File: config.mk
export PLATFORM = sky130hd
export DESIGN_NAME = pipe_hazard_ctrl_flat
export DESIGN_NICKNAME = d
export VERILOG_FILES = /design/src/rtl/pipe_hazard_ctrl_if.sv /design/src/rtl/pipe_hazard_ctrl.sv /design/src/flat_wrapper.sv
export SDC_FILE = /design/constraint.sdc
export NUM_CORES = 1
export LEC_CHECK = 0
export ABC_CLOCK_PERIOD_IN_PS = 3600
export CAP_MARGIN = 20
export CORE_ASPECT_RATIO = 0.7
export CORE_MARGIN = 2
export CORE_UTILIZATION = 47
export DETAILED_ROUTE_END_ITERATION = 8
export PLACE_DENSITY = 0.92
export SYNTH_ARGS = -nofsm -noshare
export SYNTH_HDL_FRONTEND = slang
export SYNTH_SLANG_ARGS = --single-unit
File: constraint.sdc
create_clock -name clk -period 3.6 [get_ports clk]
set_input_delay 0.9 -clock clk [delete_from_list [all_inputs] [get_ports clk]]
set_output_delay 0.9 -clock clk [all_outputs]
set_load 0.01 [all_outputs]
File: src/rtl/pipe_hazard_ctrl_if.sv
// Hazard-control bundle between the RV32I pipe registers and the hazard unit.
// master: pipeline side (register ids, enables); slave: hazard controller.
interface pipe_hazard_ctrl_if #(
    parameter int REG_AW = 5,
    parameter int CNT_W  = 32
);
    logic [REG_AW-1:0] rs1_d;
    logic [REG_AW-1:0] rs2_d;
    logic [REG_AW-1:0] rs1_e;
    logic [REG_AW-1:0] rs2_e;
    logic [REG_AW-1:0] rd_e;
    logic [REG_AW-1:0] rd_m;
    logic [REG_AW-1:0] rd_w;
    logic              reg_write_m;
    logic              reg_write_w;
    logic [1:0]        result_src_e;
    logic              pc_src_e;
    logic              mem_req_m;
    logic [1:0]        forward_a_e;
    logic [1:0]        forward_b_e;
    logic              stall_f;
    logic              stall_d;
    logic              stall_e;
    logic              stall_m;
    logic              flush_d;
    logic              flush_e;
    logic              flush_w;
    logic              mem_busy;
    logic [CNT_W-1:0]  stall_cycles;
    logic [CNT_W-1:0]  flush_count;

    modport master (
        output rs1_d, rs2_d, rs1_e, rs2_e, rd_e, rd_m, rd_w,
        output reg_write_m, reg_write_w, result_src_e,
        output pc_src_e, mem_req_m,
        input  forward_a_e, forward_b_e,
        input  stall_f, stall_d, stall_e, stall_m,
        input  flush_d, flush_e, flush_w, mem_busy,
        input  stall_cycles, flush_count
    );

    modport slave (
        input  rs1_d, rs2_d, rs1_e, rs2_e, rd_e, rd_m, rd_w,
        input  reg_write_m, reg_write_w, result_src_e,
        input  pc_src_e, mem_req_m,
        output forward_a_e, forward_b_e,
        output stall_f, stall_d, stall_e, stall_m,
        output flush_d, flush_e, flush_w, mem_busy,
        output stall_cycles, flush_count
    );
endinterface

File: src/rtl/pipe_hazard_ctrl.sv
// Hazard/stall controller: forwarding, load-use, memory wait freeze, perf counters.
// Ports: clk, rst (sync, active-high), hz (slave side of pipe_hazard_ctrl_if).
module pipe_hazard_ctrl #(
    parameter int REG_AW  = 5,
    parameter int MEM_LAT = 0,
    parameter int CNT_W   = 32
) (
    input  logic                 clk,
    input  logic                 rst,
    pipe_hazard_ctrl_if.slave    hz
);
    localparam bit HAS_LAT = (MEM_LAT > 0);
    localparam int CW = (MEM_LAT > 0) ? $clog2(MEM_LAT + 1) : 1;
    localparam logic [CW-1:0] LAT_M1 = CW'((MEM_LAT > 0) ? MEM_LAT - 1 : 0);

    typedef enum logic {IDLE, WAIT} state_t;

    state_t           state;
    logic [CW-1:0]    cnt;
    logic [CNT_W-1:0] stall_cycles;
    logic [CNT_W-1:0] flush_count;

    logic freeze, lu;
    logic sel_rst, sel_frz, sel_br, sel_lu;
    logic stall_f, stall_d, stall_e, stall_m;
    logic flush_d, flush_e, flush_w;

    function automatic logic [1:0] fwd(
        input logic [REG_AW-1:0] rs,
        input logic              wm,
        input logic [REG_AW-1:0] rdm,
        input logic              ww,
        input logic [REG_AW-1:0] rdw
    );
        if (wm && rdm != '0 && rdm == rs)
            return 2'b10;
        if (ww && rdw != '0 && rdw == rs)
            return 2'b01;
        return 2'b00;
    endfunction

    assign hz.forward_a_e = fwd(hz.rs1_e, hz.reg_write_m, hz.rd_m,
                                hz.reg_write_w, hz.rd_w);
    assign hz.forward_b_e = fwd(hz.rs2_e, hz.reg_write_m, hz.rd_m,
                                hz.reg_write_w, hz.rd_w);

    assign lu = (hz.result_src_e == 2'b01) && (hz.rd_e != '0) &&
                ((hz.rd_e == hz.rs1_d) || (hz.rd_e == hz.rs2_d));

    // The release cycle (WAIT, cnt==0) is not frozen: M advances at its end.
    assign freeze = (state == IDLE && hz.mem_req_m && HAS_LAT) ||
                    (state == WAIT && cnt != '0);

    // Mutually exclusive selects so the decoder below is truly one-hot.
    assign sel_rst = rst;
    assign sel_frz = !rst && freeze;
    assign sel_br  = !rst && !freeze && hz.pc_src_e;
    assign sel_lu  = !rst && !freeze && !hz.pc_src_e && lu;

    always_comb begin
        stall_f = 1'b0;
        stall_d = 1'b0;
        stall_e = 1'b0;
        stall_m = 1'b0;
        flush_d = 1'b0;
        flush_e = 1'b0;
        flush_w = 1'b0;
        unique case (1'b1)
            sel_rst: begin
                flush_d = 1'b1;
                flush_e = 1'b1;
                flush_w = 1'b1;
            end
            // A taken branch waits in E until the freeze releases.
            sel_frz: begin
                stall_f = 1'b1;
                stall_d = 1'b1;
                stall_e = 1'b1;
                stall_m = 1'b1;
                flush_w = 1'b1;
            end
            sel_br: begin
                flush_d = 1'b1;
                flush_e = 1'b1;
            end
            sel_lu: begin
                stall_f = 1'b1;
                stall_d = 1'b1;
                flush_e = 1'b1;
            end
            default: ;
        endcase
    end

    always_ff @(posedge clk) begin
        if (rst) begin
            state        <= IDLE;
            cnt          <= '0;
            stall_cycles <= '0;
            flush_count  <= '0;
        end else begin
            case (state)
                IDLE: begin
                    if (hz.mem_req_m && HAS_LAT) begin
                        state <= WAIT;
                        cnt   <= LAT_M1;
                    end
                end
                WAIT: begin
                    if (cnt != '0)
                        cnt <= cnt - 1'b1;
                    else
                        state <= IDLE;
                end
                default: state <= IDLE;
            endcase
            if (stall_f && stall_cycles != '1)
                stall_cycles <= stall_cycles + 1'b1;
            if (sel_br && flush_count != '1)
                flush_count <= flush_count + 1'b1;
        end
    end

    assign hz.stall_f      = stall_f;
    assign hz.stall_d      = stall_d;
    assign hz.stall_e      = stall_e;
    assign hz.stall_m      = stall_m;
    assign hz.flush_d      = flush_d;
    assign hz.flush_e      = flush_e;
    assign hz.flush_w      = flush_w;
    assign hz.mem_busy     = sel_frz;
    assign hz.stall_cycles = stall_cycles;
    assign hz.flush_count  = flush_count;
endmodule

File: src/flat_wrapper.sv
// flat-port wrapper written by rule: the top's interface ports become plain ports
module pipe_hazard_ctrl_flat 
#(
    parameter int REG_AW  = 5,
    parameter int MEM_LAT = 0,
    parameter int CNT_W   = 32
)
  (clk, rst, hz_rs1_d, hz_rs2_d, hz_rs1_e, hz_rs2_e, hz_rd_e, hz_rd_m, hz_rd_w, hz_reg_write_m, hz_reg_write_w, hz_result_src_e, hz_pc_src_e, hz_mem_req_m, hz_forward_a_e, hz_forward_b_e, hz_stall_f, hz_stall_d, hz_stall_e, hz_stall_m, hz_flush_d, hz_flush_e, hz_flush_w, hz_mem_busy, hz_stall_cycles, hz_flush_count);
  pipe_hazard_ctrl_if #(.REG_AW(REG_AW), .CNT_W(CNT_W)) hz_i ();
  input  logic clk;
  input  logic rst;
  input wire logic [$bits(hz_i.rs1_d)-1:0] hz_rs1_d;
  input wire logic [$bits(hz_i.rs2_d)-1:0] hz_rs2_d;
  input wire logic [$bits(hz_i.rs1_e)-1:0] hz_rs1_e;
  input wire logic [$bits(hz_i.rs2_e)-1:0] hz_rs2_e;
  input wire logic [$bits(hz_i.rd_e)-1:0] hz_rd_e;
  input wire logic [$bits(hz_i.rd_m)-1:0] hz_rd_m;
  input wire logic [$bits(hz_i.rd_w)-1:0] hz_rd_w;
  input wire logic [$bits(hz_i.reg_write_m)-1:0] hz_reg_write_m;
  input wire logic [$bits(hz_i.reg_write_w)-1:0] hz_reg_write_w;
  input wire logic [$bits(hz_i.result_src_e)-1:0] hz_result_src_e;
  input wire logic [$bits(hz_i.pc_src_e)-1:0] hz_pc_src_e;
  input wire logic [$bits(hz_i.mem_req_m)-1:0] hz_mem_req_m;
  output wire logic [$bits(hz_i.forward_a_e)-1:0] hz_forward_a_e;
  output wire logic [$bits(hz_i.forward_b_e)-1:0] hz_forward_b_e;
  output wire logic [$bits(hz_i.stall_f)-1:0] hz_stall_f;
  output wire logic [$bits(hz_i.stall_d)-1:0] hz_stall_d;
  output wire logic [$bits(hz_i.stall_e)-1:0] hz_stall_e;
  output wire logic [$bits(hz_i.stall_m)-1:0] hz_stall_m;
  output wire logic [$bits(hz_i.flush_d)-1:0] hz_flush_d;
  output wire logic [$bits(hz_i.flush_e)-1:0] hz_flush_e;
  output wire logic [$bits(hz_i.flush_w)-1:0] hz_flush_w;
  output wire logic [$bits(hz_i.mem_busy)-1:0] hz_mem_busy;
  output wire logic [$bits(hz_i.stall_cycles)-1:0] hz_stall_cycles;
  output wire logic [$bits(hz_i.flush_count)-1:0] hz_flush_count;
  assign hz_i.rs1_d = hz_rs1_d;
  assign hz_i.rs2_d = hz_rs2_d;
  assign hz_i.rs1_e = hz_rs1_e;
  assign hz_i.rs2_e = hz_rs2_e;
  assign hz_i.rd_e = hz_rd_e;
  assign hz_i.rd_m = hz_rd_m;
  assign hz_i.rd_w = hz_rd_w;
  assign hz_i.reg_write_m = hz_reg_write_m;
  assign hz_i.reg_write_w = hz_reg_write_w;
  assign hz_i.result_src_e = hz_result_src_e;
  assign hz_i.pc_src_e = hz_pc_src_e;
  assign hz_i.mem_req_m = hz_mem_req_m;
  assign hz_forward_a_e = hz_i.forward_a_e;
  assign hz_forward_b_e = hz_i.forward_b_e;
  assign hz_stall_f = hz_i.stall_f;
  assign hz_stall_d = hz_i.stall_d;
  assign hz_stall_e = hz_i.stall_e;
  assign hz_stall_m = hz_i.stall_m;
  assign hz_flush_d = hz_i.flush_d;
  assign hz_flush_e = hz_i.flush_e;
  assign hz_flush_w = hz_i.flush_w;
  assign hz_mem_busy = hz_i.mem_busy;
  assign hz_stall_cycles = hz_i.stall_cycles;
  assign hz_flush_count = hz_i.flush_count;
  pipe_hazard_ctrl #(.REG_AW(REG_AW), .MEM_LAT(MEM_LAT), .CNT_W(CNT_W)) u_core (.clk(clk), .rst(rst), .hz(hz_i));
endmodule
==> impl_metrics.toml <==
[routing]
wl_per_cell_um = 15.6
ant_nets = 0
finalWirelength_um = 10600
initialDrtViolationCount = 284
vias_per_cell = 5.75
firstDrtPassIters = 5
drc = 0
via_count = 3913

[cts]
cts_num_sinks = 64
hold_buffers = 0
cts_tree = "built"
cts.clk_slew.worst_paths_ps = 60
cts_buffer_depth = 2
cts_max_level = 3
clk_latency_ps = 330
clock-root-buffer = "clkbuf_16"
cts_buffers = 9

[logic_synthesis]
synth_area_per_cell_um2 = 8.18
synth_cell_type_count = 47
ys.flop_type = "dfxtp_1"
seq_area_frac_synth = 0.346
async_flop_share = 0
yosysWarnings = 0
netlist_instances = 453
syn_area_um2 = 3710
synth_edf_count = 0
ys_ff_latch = 64

[worst_setup_path]
cp-end-kind = "primary output"
worstRegToRegCells = 7
cp.arrival_ps = 2620
r2r_slack_ps = 1040
critPathKind = "primary input to primary output"
slowest_stage = "or4_4"
startpoint_type = "primary input"
r2r-start = "u_core.hz.flush_count[0]$_SDFFE_PP0P_"
timing.rr.end = "u_core.hz.flush_count[12]$_SDFFE_PP0P_"
worstPathMaxFanout = 3
critPathMaxStageDelay_ps = 540
cp_cell_sequence = "clkdlybuf4s50_1 > buf_4 > xor2_1 > or4_4 > nor4_4 > buf_2"
worstPathRequired_ps = 2700

[sta]
clock_skew_ps = 5.74
rsz0062_at_grt = "no"
setup_violations = 0
setup-tns-final_ps = 0
slew_violations = 0
worstMarginPinSlew_ps = 744
finalHoldViolations = 0
fin_crit_ps = 3520
max_freq_mhz = 284
relSlewSlack = 0.504
worst_slack_ps = 81.7
fin_crit_sh = 0.977

[power_and_ir_drop]
power_density_nw_per_um2 = 324
power.static_leakage_nw = 1.82
peakVddDrop_mv = 0.238

[die]
io_pins = 119
die_w_um = 110
core_area_um2 = 7770
die_area_um2 = 8620
die_h_um = 78.3
initial_core_util = 0.477
num_rows = 27

[place]
dp_hpwl_um = 7500
post-place-ws_ps = -501
portBuffers = 114
gp_congestion = 0.847

[final_layout]
fill_cells = 609
seq_area_um2 = 1280
final_common_cell = "clkdlybuf4s50_1"
final_nets = 620
multi_input_area_um2 = 2330
drive_above_1_share = 0.114
diodes = 0
layout_common_cells = "102 x clkdlybuf4s50_1, 64 x dfxtp_1, 56 x nor2_1"
syn_to_final_growth_pct = 43.8

[worst_hold_path]
min_path_type = "register to register"
min_to = "u_core.hz.stall_cycles[21]$_SDFFE_PP0P_"
whs_path_depth = 2
min_from = "u_core.hz.stall_cycles[21]$_SDFFE_PP0P_"

[grt]
grt_overflow = 0
grtUsageTotal = 0.246
grt_pass1_vias = 3683
antenna_found_initial = 0
grt_max_degree = 77
grt_pass1_wl_um = 17000

[outcome]
outcome = "finished, final reports clean"

[flow_run]
drv_cap = 0
## worst max-delay path by stage
stage / startpoint / to / slack, ps / cells past startpoint
4_1_cts: hz_rd_m[4] / hz_forward_b_e[1] / 10 / 6
6_report: hz_rd_w[4] / hz_forward_a_e[0] / 80 / 6
2_1_floorplan: hz_rd_e[2] / hz_stall_f / 430 / 9
5_1_grt: hz_rd_w[4] / hz_forward_a_e[0] / 10 / 6
3_3_place_gp: hz_rd_m[1] / hz_forward_b_e[0] / -390 / 6
3_5_place_dp: hz_rd_m[1] / hz_forward_b_e[0] / -500 / 6
## through the flow
step           std cells  cell area [um^2]  total power (W)  hold WS, ps  utilization
2_1_floorplan        455              3710         0.000789          508            -
3_3_place_gp         663              4970         0.000870          481        0.640
3_5_place_dp         663              4970         0.000874          508        0.640
4_1_cts              679              5280          0.00174          518        0.680
5_1_grt              681              5330          0.00179          533        0.686
6_report             681              5330          0.00173          516        0.686
## routing by layer
metal | GRT usage | up-vias | share of wire
met1 | 0.296 | 1805 | 0.42
li1 | - | 1879 | -
met2 | 0.409 | 201 | 0.46
met5 | 0 | - | 0
met3 | 0.0781 | 28 | 0.097
met4 | 0.0925 | 0 | 0.022
## cells by family after synthesis
family | count (synthesis) | share of synthesized area
and+or+nand+nor | 230 | 0.338
DFF | 64 | 0.346
AOI/OAI and AO/OA | 59 | 0.102
xor gates and xnor gates | 58 | 0.137
buffers and inverters | 30 | 0.0422
muxes | 9 | 0.0273
adders and majority gates | 2 | 0.00675
other | 1 | 0.00101
## state kept, by name, indices dropped and copies added, names as in the netlist
name and count:
u_core.hz.flush_count 32, u_core.hz.stall_cycles 32
## Yosys cell counts (all sizes together) (2+ instances only)
master	number	area share
clkbuf	12	0.012
xnor2	16	0.038
and2	3	0.0051
nor2b	10	0.017
nand4	20	0.035
buf	12	0.024
o21ai	11	0.015
ha	2	0.0068
o31a	4	0.0095
o21ba	3	0.0081
o31ai	14	0.030
nor4	14	0.029
nand2b	2	0.0034
a21oi	23	0.031
nand3	37	0.050
or3	8	0.014
nor3	19	0.026
or4	17	0.035
nand2	21	0.021
mux2	9	0.027
nor3b	3	0.0061
and3	7	0.012
nor2	57	0.058
dfxtp	64	0.35
inv	6	0.0061
and4	4	0.0095
or2	3	0.0051
xor2	42	0.099
## critical path: cells and delay by family
kind                      cells  cell delay [ps]
and+or+nand+nor               2              810
buffers and inverters         3              770
xor gates and xnor gates      1              140
## area by class of cell
cell class | instances | share of cell area
multi-input cells | 361 | 0.437
clock inverters | 7 | 0.0136
inverters | 6 | 0.00423
clock buffers | 9 | 0.0423
well taps | 101 | 0.0237
flip-flops and latches | 64 | 0.240
repair buffers | 133 | 0.239
## power breakdown
part           leakage, nW  internal [W]  total [W]  switching, W
combinational         1.16     0.0000814   0.000152     0.0000708
clock                0.141      0.000535   0.000861      0.000326
sequential           0.516      0.000711   0.000715    0.00000391
total                 1.82       0.00133    0.00173      0.000400
## repair_timing
action / CTS / global route
setup buffers: 0 / 2
pin swaps: 5 / 5
gates resized for setup: 20 / 8
setup endpoints to repair: 6 / 7
Note: power is estimated with default switching activity, not from simulation.
==> variant 1: new RTL, same flow settings <==
`REG_AW` is set to 5 in 3 places; all go to 3.
--- a/src/rtl/pipe_hazard_ctrl_if.sv
+++ b/src/rtl/pipe_hazard_ctrl_if.sv
@@ -1,7 +1,7 @@
 // Hazard-control bundle between the RV32I pipe registers and the hazard unit.
 // master: pipeline side (register ids, enables); slave: hazard controller.
 interface pipe_hazard_ctrl_if #(
-    parameter int REG_AW = 5,
+    parameter int REG_AW = 3,
     parameter int CNT_W  = 32
 );
     logic [REG_AW-1:0] rs1_d;
--- a/src/rtl/pipe_hazard_ctrl.sv
+++ b/src/rtl/pipe_hazard_ctrl.sv
@@ -1,7 +1,7 @@
 // Hazard/stall controller: forwarding, load-use, memory wait freeze, perf counters.
 // Ports: clk, rst (sync, active-high), hz (slave side of pipe_hazard_ctrl_if).
 module pipe_hazard_ctrl #(
-    parameter int REG_AW  = 5,
+    parameter int REG_AW  = 3,
     parameter int MEM_LAT = 0,
     parameter int CNT_W   = 32
 ) (
--- a/src/flat_wrapper.sv
+++ b/src/flat_wrapper.sv
@@ -1,7 +1,7 @@
 // flat-port wrapper written by rule: the top's interface ports become plain ports
 module pipe_hazard_ctrl_flat 
 #(
-    parameter int REG_AW  = 5,
+    parameter int REG_AW  = 3,
     parameter int MEM_LAT = 0,
     parameter int CNT_W   = 32
 )
Ports: changed (7 resized); port bits go from 119 to 105. The function was not compared with the original's and may differ.
==> variant 1 against the original RTL <==
First-iteration DRC count shrank 1.8%. Area after synthesis grew 1.7%. Die area grew 1.6%. Cell area shrank 3.1%. Total power grew 2.7%. Critical path depth is the same. Sequential cell count is the same. Worst setup slack lost 0.018 ns. Routed wire length shrank 3.1%.
==> variant 1: results (changes against the original RTL) <==
.. list-table::
   :header-rows: 1

   * - Metric
     - Value
   * - Run status
     - finished clean
   * - Final weighted congestion in routability-driven placement
     - 0.921 (+8.8%)
   * - Actual slew at the worst max-slew pin
     - 0.854 ns (+0.110 ns)
   * - Fraction of layout cells with a size suffix above 1
     - 10.1% (-1.3 points)
   * - Vias post-DR
     - 3951 (+0.97%)
   * - Post-placement worst setup slack
     - -0.212 ns (+0.289 ns)
   * - Antenna Diode Count
     - 0 (unchanged)
   * - Synth top cells by count
     - sky130_fd_sc_hd__dfxtp_1, sky130_fd_sc_hd__nor2_1, sky130_fd_sc_hd__a21oi_1
   * - Yosys cell types
     - 48 (+2.1%)
   * - Critical Path AT
     - 2.64 ns (+0.02 ns)
   * - Share of flip-flops with an asynchronous set or reset after synthesis
     - 0% (unchanged)
   * - Net count, final
     - 590 (-4.8%)
   * - Port buffer count
     - 100 (-12%)
   * - Dominant cells by area after synthesis
     - sky130_fd_sc_hd__dfxtp_1, sky130_fd_sc_hd__mux2_2, sky130_fd_sc_hd__xnor2_1
   * - Largest registers
     - u_core.hz.flush_count (32), u_core.hz.stall_cycles (32)
   * - Wire length of the first global-routing pass
     - 16600 microns (-2.6%)
   * - Clock skew
     - 0.00778 ns (+0.00204 ns)
   * - Total wirelength of the detailed-routed design
     - 10300 microns (-3.1%)
   * - 1st-iter DRT viols
     - 279 (-1.8%)
   * - GRT Total Usage
     - 22.3% (-2.3 points)
   * - Length in cells of the worst reg-to-reg path
     - 6 (-1)
   * - Fraction of the yosys area taken by sequential cells
     - 34.0% (-0.56 points)
   * - Number of iterations in the first detailed-routing pass
     - 4 (-1)
   * - Largest net degree at the start of global routing
     - 88 (+14%)
   * - Cell area reported after detailed placement
     - 4830 sq um (-2.8%)
   * - Via count of the first global-routing pass
     - 3494 (-5.1%)
   * - Static leakage
     - 1.71 nW (-6.0%)
   * - Worst-case vdd ir drop
     - 325 uV (+37%)
   * - HPWL after detailed placement
     - 7450 microns (-0.58%)
## variant 1: power breakdown
group | internal, mW | leakage (nW) | switching (mW)
sequential | 0.712 | 0.516 | 0.00492
clock | 0.639 | 0.159 | 0.294
combinational | 0.0645 | 1.04 | 0.0610
total | 1.41 | 1.71 | 0.360
## variant 1: through the flow
stage                     hold slack [ns]  setup TNS [ns]  cells  total power [mW]
after floorplan                     0.508               0    465             0.795
after global placement              0.482          -0.387    649             0.851
after detailed placement            0.505          -0.546    649             0.857
after CTS                           0.516               0    664              1.79
after global routing                0.558         -0.0345    664              1.83
final                               0.515               0    664              1.77
## variant 1: cell type report
type	count	area [sq um]
clock buffer	12	256
fill	617	2640
tap	101	126
sequential	64	1280
inverter	12	45.0
multi-input combinational	360	2300
clock inverter	3	65.1
timing repair buffer	112	1090
## variant 1: critical path, cell delays in order
cell                              delay (ns)
sky130_fd_sc_hd__clkdlybuf4s50_1        0.44
sky130_fd_sc_hd__or2_4                  0.28
sky130_fd_sc_hd__or4_4                  0.48
sky130_fd_sc_hd__a21o_1                 0.19
sky130_fd_sc_hd__inv_1                  0.08
sky130_fd_sc_hd__dlygate4sd2_1          0.27
## variant 1: final timing paths
check	to	from	slack, ns
worst max register to register	u_core.hz.flush_count[18]	u_core.hz.flush_count[1]	0.93
worst min register to register	u_core.hz.stall_cycles[30]	u_core.hz.stall_cycles[30]	0.52
worst min-delay path	u_core.hz.stall_cycles[30]	u_core.hz.stall_cycles[30]	0.52
worst max-delay path	hz_stall_d	hz_pc_src_e	0.06
## variant 1: what timing repair did
action | CTS | global route
pin swaps | 1 | 0
buffers inserted | 0 | 0
setup endpoints to repair | 5 | 6
gates resized for setup | 6 | 4
## variant 1: cell families after synthesis
family,count (synthesis),synth area share (%)
flops,64,34.0
compound gates,82,13.4
buf+inv,41,5.45
xor+xnor,29,6.74
other cells,1,0.0995
simple gates,224,33.7
mux,20,5.95
fa+ha+maj,2,0.664
## variant 1: per-layer routing
layer / vias to the layer above / share of wire [%] / wire (microns) / track usage (%)
li1: 1910 / - / - / -
met1: 1893 / 46 / 4690 / 29.9
met2: 136 / 48 / 4910 / 38.2
met3: 12 / 5.3 / 541 / 3.89
met4: 0 / 1.2 / 123 / 5.31
met5: - / 0 / 0 / 0
==> variant 2: new RTL, config.mk and constraints unchanged <==
Made on the original files. Reset style: asynchronous (`rst`), changed in one clocked block.
--- a/src/rtl/pipe_hazard_ctrl.sv
+++ b/src/rtl/pipe_hazard_ctrl.sv
@@ -92,7 +92,7 @@
         endcase
     end
 
-    always_ff @(posedge clk) begin
+    always_ff @(posedge clk or posedge rst) begin
         if (rst) begin
             state        <= IDLE;
             cnt          <= '0;
Check against the original RTL: differs if rst is asserted again (counterexample within 4 cycles, from zero or initial values and one cycle with rst high); with rst held inactive, the same outputs for 10 cycles.
==> variant 2 against the original RTL <==
Routed wire length decreased by 16%. Area after synthesis down 6.4%. Critical path depth grew 1. Global-route usage is 2.1 points lower. Utilization rose by 1.7 points. Total power increased by 3.7%. Highest routed layer unchanged. Hold slack lost 0.020 ns. Register-to-register slack improved by 0.21 ns. Cell area is 4.8% lower. Synthesized cell count shrank 24%. Worst setup slack got worse by 0.0044 ns. Sequential cell count did not move. Count of clock-buffer cells in the layout unchanged.
==> variant 2: results (changes against the original RTL) <==
.. list-table::
   :header-rows: 1

   * - Metric
     - Value
   * - Run status
     - finished clean
   * - Fillers
     - 560 (-8.0%)
   * - Min-Delay Startpoint
     - u_core.hz.stall_cycles[23]
   * - Wire length of the first global-routing pass
     - 14300 microns (-16%)
   * - Clock skew
     - 0.0146 ns (+0.00881 ns)
   * - Launching element of the worst setup path
     - hz_rd_m[1]
   * - Post-synth top flop
     - sky130_fd_sc_hd__dfrtp_1
   * - Cell area reported after detailed placement
     - 4820 sq um (-3.1%)
   * - HPWL after detailed placement
     - 6830 microns (-8.9%)
   * - Net count, final
     - 525 (-15%)
   * - Setup slack on the worst flop-to-flop path
     - 1.25 ns (+0.21 ns)
   * - R2R Path Start
     - u_core.hz.stall_cycles[12]
   * - Met3 routed wirelength
     - 361 microns (-65%)
   * - Total wirelength of the detailed-routed design
     - 8940 microns (-16%)
   * - Share of flip-flops with an asynchronous set or reset after synthesis
     - 100% (+100 points)
   * - Number of iterations in the first detailed-routing pass
     - 4 (-1)
   * - Final weighted congestion in routability-driven placement
     - 0.839 (-0.90%)
   * - Worst-case vdd ir drop
     - 367 uV (+54%)
   * - GRT Total Usage
     - 22.6% (-2.1 points)
   * - Metal2 WL
     - 4360 microns (-12%)
   * - Via density per instance
     - 5.14 (-11%)
   * - 1st-iter DRT viols
     - 108 (-62%)
   * - Final cell area excluding filler cells
     - 5070 sq um (-4.8%)
   * - Largest net degree at the start of global routing
     - 34 (-56%)
   * - Yosys cell types
     - 39 (-17%)
   * - TritonCTS buffer count
     - 9 (unchanged)
   * - Critical path fanouts, max
     - 2 (-1)
   * - Via count of the first global-routing pass
     - 2916 (-21%)
   * - Static leakage
     - 2.20 nW (+21%)
   * - Fraction of the yosys area taken by sequential cells
     - 46.2% (+12 points)
   * - Dominant cells by area after synthesis
     - sky130_fd_sc_hd__dfrtp_1, sky130_fd_sc_hd__xnor2_1, sky130_fd_sc_hd__xor2_1
   * - Starting Density
     - 48.0% (+0.33 points)
## variant 2: per-stage QoR
stage / hold WS [ns] / setup TNS (ns) / std cells / worst slack, ns
after floorplan: 0.520 / 0 / 345 / 0.507
after global placement: 0.479 / -0.796 / 566 / -0.353
after detailed placement: 0.486 / -1.25 / 566 / -0.476
after CTS: 0.497 / -0.0535 / 582 / -0.0535
after global routing: 0.518 / 0 / 583 / 0.0179
final: 0.497 / 0 / 583 / 0.0773
## variant 2: cells by family (layout without fill, tap and decap cells)
kind of cell,after synthesis,after routing,synth area share [%]
xor gates and xnor gates,92,92,23.4
buffers and inverters,15,155,2.42
other,1,3,0.108
and+or+nand+nor,160,160,25.3
adders and majority gates,2,2,0.721
AOI/OAI and AO/OA,8,8,1.55
DFF,64,64,46.2
muxes,1,1,0.325
## variant 2: final timing paths
check / endpoint / depth (start not counted)
max: hz_forward_a_e[0] / 7
min: u_core.hz.stall_cycles[23] / 1
max reg2reg: u_core.hz.stall_cycles[8] / 6
min reg2reg: u_core.hz.stall_cycles[23] / 1
max in group asynchronous: u_core.hz.stall_cycles[12] / 3
min in group asynchronous: u_core.hz.flush_count[21] / 2
## variant 2: routing by layer
metal  vias up  track usage, %
met5         -               0
met4         0            6.93
met2        73            36.9
li1       1455               -
met3        10            4.36
met1      1457            31.1
## variant 2: area by class of cell
class	count	area share [%]
timing repair buffer	131	25.0
clock buffer	9	2.44
clock inverter	7	2.02
inverter	8	0.592
tap	98	2.42
sequential	64	31.6
multi-input combinational	266	35.9
## variant 2: report_power, final
group | internal [mW] | total (mW) | switching [mW]
clock | 0.397 | 0.698 | 0.301
sequential | 0.754 | 0.806 | 0.0524
combinational | 0.173 | 0.287 | 0.114
## variant 2: worst max-delay path: cells and delay by family
family                 cells  cell delay, ns
AOI/OAI and AO/OA          1            0.20
buffers and inverters      3            0.75
and+or+nand+nor            3            0.75
## variant 2: what timing repair did
item,CTS,global route
pin swaps,1,4
buffers inserted,0,1
gates resized for setup,15,7
endpoints found under the setup margin,6,3
